### src/rtl/fir_tdm_pkg.sv
`default_nettype none
// ============================================================================
// fir_tdm_pkg : shared types and arithmetic helpers for the TDM FIR filter
// Rev 1.0
// ============================================================================
package fir_tdm_pkg;

    typedef enum logic [1:0] {
        IDLE = 2'd0,
        MAC  = 2'd1,
        OUT  = 2'd2
    } state_t;

    function automatic int acc_width(input int data_w, input int coef_w, input int taps);
        return data_w + coef_w + $clog2(taps);
    endfunction

    // Round half up, arithmetic shift, then clamp to a signed data_w range.
    function automatic logic signed [63:0] sat_round_shift(input logic signed [63:0] acc,
                                                           input logic [4:0]         sh,
                                                           input int                 data_w);
        logic signed [63:0] rnd;
        logic signed [63:0] shifted;
        logic signed [63:0] hi;
        logic signed [63:0] lo;
        rnd     = (sh == 5'd0) ? 64'sd0 : (64'sd1 <<< (sh - 5'd1));
        shifted = (acc + rnd) >>> sh;
        hi      = (64'sd1 <<< (data_w - 1)) - 64'sd1;
        lo      = -(64'sd1 <<< (data_w - 1));
        if (shifted > hi) begin
            return hi;
        end
        if (shifted < lo) begin
            return lo;
        end
        return shifted;
    endfunction

endpackage
`default_nettype wire

### src/rtl/fir_delay_store.sv
`default_nettype none
// ============================================================================
// fir_delay_store : per-channel circular sample history, read as (ch, k-back)
// Rev 1.0
// ============================================================================
module fir_delay_store #(
    parameter int DATA_W   = 16,
    parameter int TAPS     = 30,
    parameter int CHANNELS = 2,
    parameter int CH_W     = 1,
    parameter int PTR_W    = 5
) (
    input  logic                     clk,
    input  logic                     rst,
    input  logic                     wr_en_i,
    input  logic [CH_W-1:0]          wr_chan_i,
    input  logic signed [DATA_W-1:0] wr_data_i,
    input  logic [CH_W-1:0]          rd_chan_i,
    input  logic [PTR_W-1:0]         rd_k_i,
    output logic signed [DATA_W-1:0] rd_data_o
);

    localparam logic [PTR_W:0]   TAPS_X = (PTR_W + 1)'(TAPS);
    localparam logic [PTR_W:0]   ONE_X  = (PTR_W + 1)'(1);
    localparam logic [PTR_W-1:0] LAST   = PTR_W'(TAPS - 1);

    logic signed [DATA_W-1:0] mem_q  [CHANNELS][TAPS];
    logic [PTR_W-1:0]         wptr_q [CHANNELS];
    logic [PTR_W:0]           w_idx_raw;
    logic [PTR_W-1:0]         w_idx;

    always_ff @(posedge clk) begin
        if (rst) begin
            for (int c = 0; c < CHANNELS; c++) begin
                wptr_q[c] <= '0;
                for (int t = 0; t < TAPS; t++) begin
                    mem_q[c][t] <= '0;
                end
            end
        end else if (wr_en_i) begin
            mem_q[wr_chan_i][wptr_q[wr_chan_i]] <= wr_data_i;
            wptr_q[wr_chan_i] <= (wptr_q[wr_chan_i] == LAST) ? '0 : wptr_q[wr_chan_i] + 1'b1;
        end
    end

    // Write pointer sits one past the newest sample; step back k more, modulo TAPS.
    always_comb begin
        w_idx_raw = {1'b0, wptr_q[rd_chan_i]} + (TAPS_X - {1'b0, rd_k_i}) - ONE_X;
        w_idx     = (w_idx_raw >= TAPS_X) ? PTR_W'(w_idx_raw - TAPS_X) : PTR_W'(w_idx_raw);
        rd_data_o = mem_q[rd_chan_i][w_idx];
    end

endmodule
`default_nettype wire

### src/rtl/fir_tdm_multich.sv
`default_nettype none
// ============================================================================
// fir_tdm_multich : time-multiplexed multi-channel serial FIR, one MAC/cycle
// Rev 1.0
// ============================================================================
module fir_tdm_multich
    import fir_tdm_pkg::*;
#(
    parameter int  DATA_W   = 16,
    parameter int  COEF_W   = 16,
    parameter int  TAPS     = 30,
    parameter int  CHANNELS = 2,
    localparam int CH_W     = (CHANNELS > 1) ? $clog2(CHANNELS) : 1,
    localparam int PTR_W    = $clog2(TAPS)
) (
    input  logic                     clk,
    input  logic                     rst,
    input  logic [4:0]               right_shift,
    input  logic                     in_valid,
    output logic                     in_ready,
    input  logic [CH_W-1:0]          in_chan,
    input  logic signed [DATA_W-1:0] in_data,
    input  logic                     coef_wr_en,
    input  logic [PTR_W-1:0]         coef_wr_addr,
    input  logic signed [COEF_W-1:0] coef_wr_data,
    output logic                     out_valid,
    input  logic                     out_ready,
    output logic [CH_W-1:0]          out_chan,
    output logic signed [DATA_W-1:0] out_data
);

    localparam int               ACC_W  = acc_width(DATA_W, COEF_W, TAPS);
    localparam int               PROD_W = DATA_W + COEF_W;
    localparam logic [PTR_W-1:0] LAST_K = PTR_W'(TAPS - 1);

    state_t                   state_q, state_d;
    logic [PTR_W-1:0]         k_q, k_d;
    logic [CH_W-1:0]          ch_q, ch_d;
    logic [4:0]               shift_q, shift_d;
    logic signed [ACC_W-1:0]  acc_q, acc_d;
    logic signed [DATA_W-1:0] out_data_q, out_data_d;
    logic signed [COEF_W-1:0] coef_q [TAPS];

    logic                     w_accept;
    logic                     w_coef_wr;
    logic signed [DATA_W-1:0] w_sample;
    logic signed [COEF_W-1:0] w_coef;
    logic signed [PROD_W-1:0] w_prod;
    logic signed [ACC_W-1:0]  w_acc_sum;

    // Out-of-range channels are still handshaken in IDLE, just never stored.
    assign w_accept  = (state_q == IDLE) && in_valid && (int'(in_chan) < CHANNELS);
    assign w_coef_wr = (state_q == IDLE) && coef_wr_en && (int'(coef_wr_addr) < TAPS);

    fir_delay_store #(
        .DATA_W   (DATA_W),
        .TAPS     (TAPS),
        .CHANNELS (CHANNELS),
        .CH_W     (CH_W),
        .PTR_W    (PTR_W)
    ) u_store (
        .clk       (clk),
        .rst       (rst),
        .wr_en_i   (w_accept),
        .wr_chan_i (in_chan),
        .wr_data_i (in_data),
        .rd_chan_i (ch_q),
        .rd_k_i    (k_q),
        .rd_data_o (w_sample)
    );

    assign w_coef    = coef_q[k_q];
    assign w_prod    = $signed({{COEF_W{w_sample[DATA_W-1]}}, w_sample})
                     * $signed({{DATA_W{w_coef[COEF_W-1]}}, w_coef});
    assign w_acc_sum = acc_q + $signed({{(ACC_W - PROD_W){w_prod[PROD_W-1]}}, w_prod});

    always_ff @(posedge clk) begin
        if (rst) begin
            for (int t = 0; t < TAPS; t++) begin
                coef_q[t] <= '0;
            end
        end else if (w_coef_wr) begin
            coef_q[coef_wr_addr] <= coef_wr_data;
        end
    end

    always_ff @(posedge clk) begin
        if (rst) begin
            state_q    <= IDLE;
            k_q        <= '0;
            ch_q       <= '0;
            shift_q    <= '0;
            acc_q      <= '0;
            out_data_q <= '0;
        end else begin
            state_q    <= state_d;
            k_q        <= k_d;
            ch_q       <= ch_d;
            shift_q    <= shift_d;
            acc_q      <= acc_d;
            out_data_q <= out_data_d;
        end
    end

    always_comb begin
        state_d    = state_q;
        k_d        = k_q;
        ch_d       = ch_q;
        shift_d    = shift_q;
        acc_d      = acc_q;
        out_data_d = out_data_q;
        in_ready   = 1'b0;
        out_valid  = 1'b0;
        unique case (state_q)
            IDLE: begin
                in_ready = 1'b1;
                if (w_accept) begin
                    state_d = MAC;
                    ch_d    = in_chan;
                    shift_d = right_shift;
                    acc_d   = '0;
                    k_d     = '0;
                end
            end
            MAC: begin
                acc_d = w_acc_sum;
                k_d   = k_q + 1'b1;
                if (k_q == LAST_K) begin
                    state_d    = OUT;
                    k_d        = '0;
                    out_data_d = DATA_W'(sat_round_shift(
                                     $signed({{(64 - ACC_W){w_acc_sum[ACC_W-1]}}, w_acc_sum}),
                                     shift_q, DATA_W));
                end
            end
            OUT: begin
                out_valid = 1'b1;
                if (out_ready) begin
                    state_d = IDLE;
                end
            end
            default: begin
                state_d = IDLE;
            end
        endcase
    end

    assign out_chan = ch_q;
    assign out_data = out_data_q;

endmodule
`default_nettype wire

### config.mk
export PLATFORM = sky130hd
export DESIGN_NAME = fir_tdm_multich
export DESIGN_NICKNAME = d
export VERILOG_FILES = /design/src/rtl/fir_tdm_pkg.sv /design/src/rtl/fir_delay_store.sv /design/src/rtl/fir_tdm_multich.sv
export SDC_FILE = /design/constraint.sdc
export NUM_CORES = 2
export LEC_CHECK = 0
export BUFFER_PORTS_ARGS = -buffer_cell sky130_fd_sc_hd__buf_4
export CORE_ASPECT_RATIO = 0.9
export CORE_UTILIZATION = 58
export DETAILED_ROUTE_END_ITERATION = 8
export GPL_ROUTABILITY_DRIVEN = 0
export PLACE_DENSITY = 0.77
export SLEW_MARGIN = 20
export SYNTH_ARGS = -nofsm -noshare
export SYNTH_HDL_FRONTEND = slang
export SYNTH_SLANG_ARGS = --single-unit
### constraint.sdc
create_clock -name clk -period 14.7 [get_ports clk]
set_clock_uncertainty 0.1 [all_clocks]
set_input_delay 2.94 -clock clk [delete_from_list [all_inputs] [get_ports clk]]
set_output_delay 2.94 -clock clk [all_outputs]
set_load 0.02 [all_outputs]
==> impl_metrics.toml <==
[global_route]
antenna_found_initial = 11
grtUsageTotal = 0.310
grt-ovfl-total = 0
grt_pass1_wl_um = 338000
grt_pass1_vias = 53400
grt_max_degree = 99

[logic_synthesis]
synth_top_cell_area_share = 0.527
ys_types = 98
syn_area_mm2 = 0.0844
async_flop_share = 0
ys_warn_count = 0
netlist_instances = 6221
synth_common_cells = "1,482 x edfxtp_1, 1,009 x and2_1, 434 x mux4_2"
yosysMostFrequentCell = "edfxtp_1"
synth_ff_type = "edfxtp_1"
ys_seq_area_frac = 0.544
netlist_top_cells_area = "edfxtp_1 53%, mux4_2 12%, fa_1 7.6%"
syn_area_per_cell_um2 = 13.6
synth-seq-cells = 1554
synth_edf_count = 1482
yosysTopAreaCell = "edfxtp_1"

[worst_setup_path]
critPathKind = "flop to flop"
max_stage_delay_ps = 560
rr_endpoint = "out_data[2]"
crit_end = "out_data[2]"
reg2reg_slack_ps = 450
reg2regPathDepth = 56
worst_ep_arrival_time_ps = 14770
end_kind = "flop"
start_kind = "flop"
path_common_cell = "fa_1"
cp.required_ps = 15230
path_max_fanout = 16
slowest_stage = "or4_1"

[drt]
ant_nets = 0
vias_per_cell = 6.45
wl_um = 227000
drtIter0Drc = 7695
drc = 0
routedWlPerCell_um = 27.2
drt_pass1_iterations = 9
vias = 53800

[die]
die-area_mm2 = 0.147
io_pins = 67
die_width_um = 404
initial_core_util = 0.586
rows = 132
die_y_um = 364
core_mm2 = 0.144

[sta]
clock.fmax_ghz = 0.0702
slew_viol_final = 0
setup_viol = 0
period_share = 0.969
setup_tns_ps = 0
relSlewSlack = 0.253
min_period_ps = 14250
final-hold-violation-count = 0
worst_slew_pin_slew_ps = 1120

[cells_and_area]
final_util = 0.646
fin_nets = 6797
final_cells = 8346
area_growth_pct = 10.3
drive_gt1_frac = 0.194

[place]
dp.cells = 8035
dp_hpwl_um = 145000
portBuffers = 66

[hold_path]
min-delay-path-class = "flop to flop"

[clock_tree]
cts_tree = "yes"
clock_latency_ps = 840
cts_root_buf = "clkbuf_16"
clk_pin_slew_worst_paths_ps = 60
cts_buffer_depth = 3
clock_sinks = 1554
cts_buffers = 153
htree_levels = 4

[run]
drv_cap = 0

[status]
status = "finished, final reports clean"
routing by layer:
metal / part of all wire / wire (um) / track usage / vias up
li1: - / - / - / 22400
met1: 0.38 / 85400 / 0.436 / 27200
met2: 0.46 / 104000 / 0.472 / 3691
met3: 0.13 / 29100 / 0.0805 / 536
met4: 0.037 / 8340 / 0.109 / 4
met5: 0.00011 / 26 / 0 / -
through the flow:
stage / hold WS [ps] / cell area, um^2 / setup WS [ps]
floorplan: 348 / 84600 / 8.49
global placement: 357 / 87600 / 387
detailed placement: 370 / 87600 / 64.3
CTS: 381 / 92700 / 35.2
global route: 395 / 93100 / -94.4
finish: 379 / 93100 / 453
repair_timing:
| item | CTS | global route |
|---|---|---|
| gates cloned | 0 | 2 |
| hold buffers | 0 | 0 |
| gates resized for setup | 3 | 58 |
| setup endpoints to repair | 15 | 15 |
| setup buffers | 0 | 23 |
| pin swaps | 0 | 10 |
critical path: cells and delay by family (launching register included):
family                   cells  cell delay [ps]
AO/OA/AOI/OAI               16             3370
XOR/XNOR                     1              120
adder cells (fa/ha/maj)     11             4580
buffers and inverters       10             1230
flip-flops                   1              430
multiplexers                 2              540
AND/OR/NAND/NOR             16             3660
registers in the layout (all words and copies together) (netlist names), named ones only:
register	count
k_q	5
shift_q	5
coef_q	512
out_chan	1
acc_q	37
out_data	16
u_store.mem_q	960
state_q	2
u_store.wptr_q	10
cell usage in the layout, fill, tap and decap left out, types with 12 or more instances in the layout:
cell       netlist  final
nand2_1        332    330
o21bai_1        13     13
clkinv_2         0     27
clkinv_1         2     37
o21a_1          19     19
mux4_2         434    434
dfxtp_1         72     68
conb_1           1     33
nand3_1        125    124
buf_4            4    270
ha_1           156    152
o21ai_1          4     15
o211ai_1        17     17
nand3b_1        12     12
a211oi_1        29     26
inv_1          369    369
nor3_1          41     38
mux2_2          22     22
nor2b_1         23     22
xnor2_1         55     55
and2_1        1009   1007
or2_2          158    157
and3_1          15     14
a21o_1          18     18
a21oi_2          2     25
nand4_1         16     16
nor2_1         404    397
nand2b_1        19     18
mux2i_1         71     65
o21ai_0        116     96
a22oi_1         17     15
clkbuf_16        0    158
a21oi_1        198    167
edfxtp_1      1482   1482
xor2_1          21     21
or3_1           23     22
a31oi_1         28     28
clkbuf_1       361     26
fa_1           321    320
logic make-up after synthesis:
family	after synthesis	share of synthesized area
other	1	0.0000444
adders and majority gates	477	0.0992
and+or+nand+nor	2213	0.141
DFF	1554	0.544
xor gates and xnor gates	76	0.00788
buffers and inverters	793	0.0357
AOI/OAI and AO/OA	580	0.0451
muxes	527	0.127
worst min-delay path by stage:
stage	startpoint	end	depth (start not counted)	slack [ps]
5_1_grt	acc_q[26]	acc_q[26]	2	400
2_1_floorplan	acc_q[15]	acc_q[15]	2	350
3_3_place_gp	acc_q[15]	acc_q[15]	2	360
4_1_cts	acc_q[26]	acc_q[26]	2	380
6_report	acc_q[24]	acc_q[24]	2	380
3_5_place_dp	acc_q[24]	acc_q[24]	2	370
final cells by class:
class	count	area [um^2]
diodes	3	7.51
clock buffers	187	4090
clock inverters	96	951
fillers	9990	51100
inverters	372	1400
multi-input cells	3908	36000
flip-flops and latches	1554	46000
well taps	1943	2430
repair buffers	283	2250
Power is left out: the tool's default activity adds up to more than one toggle a clock period on the data nets, which glitch-free logic cannot reach.
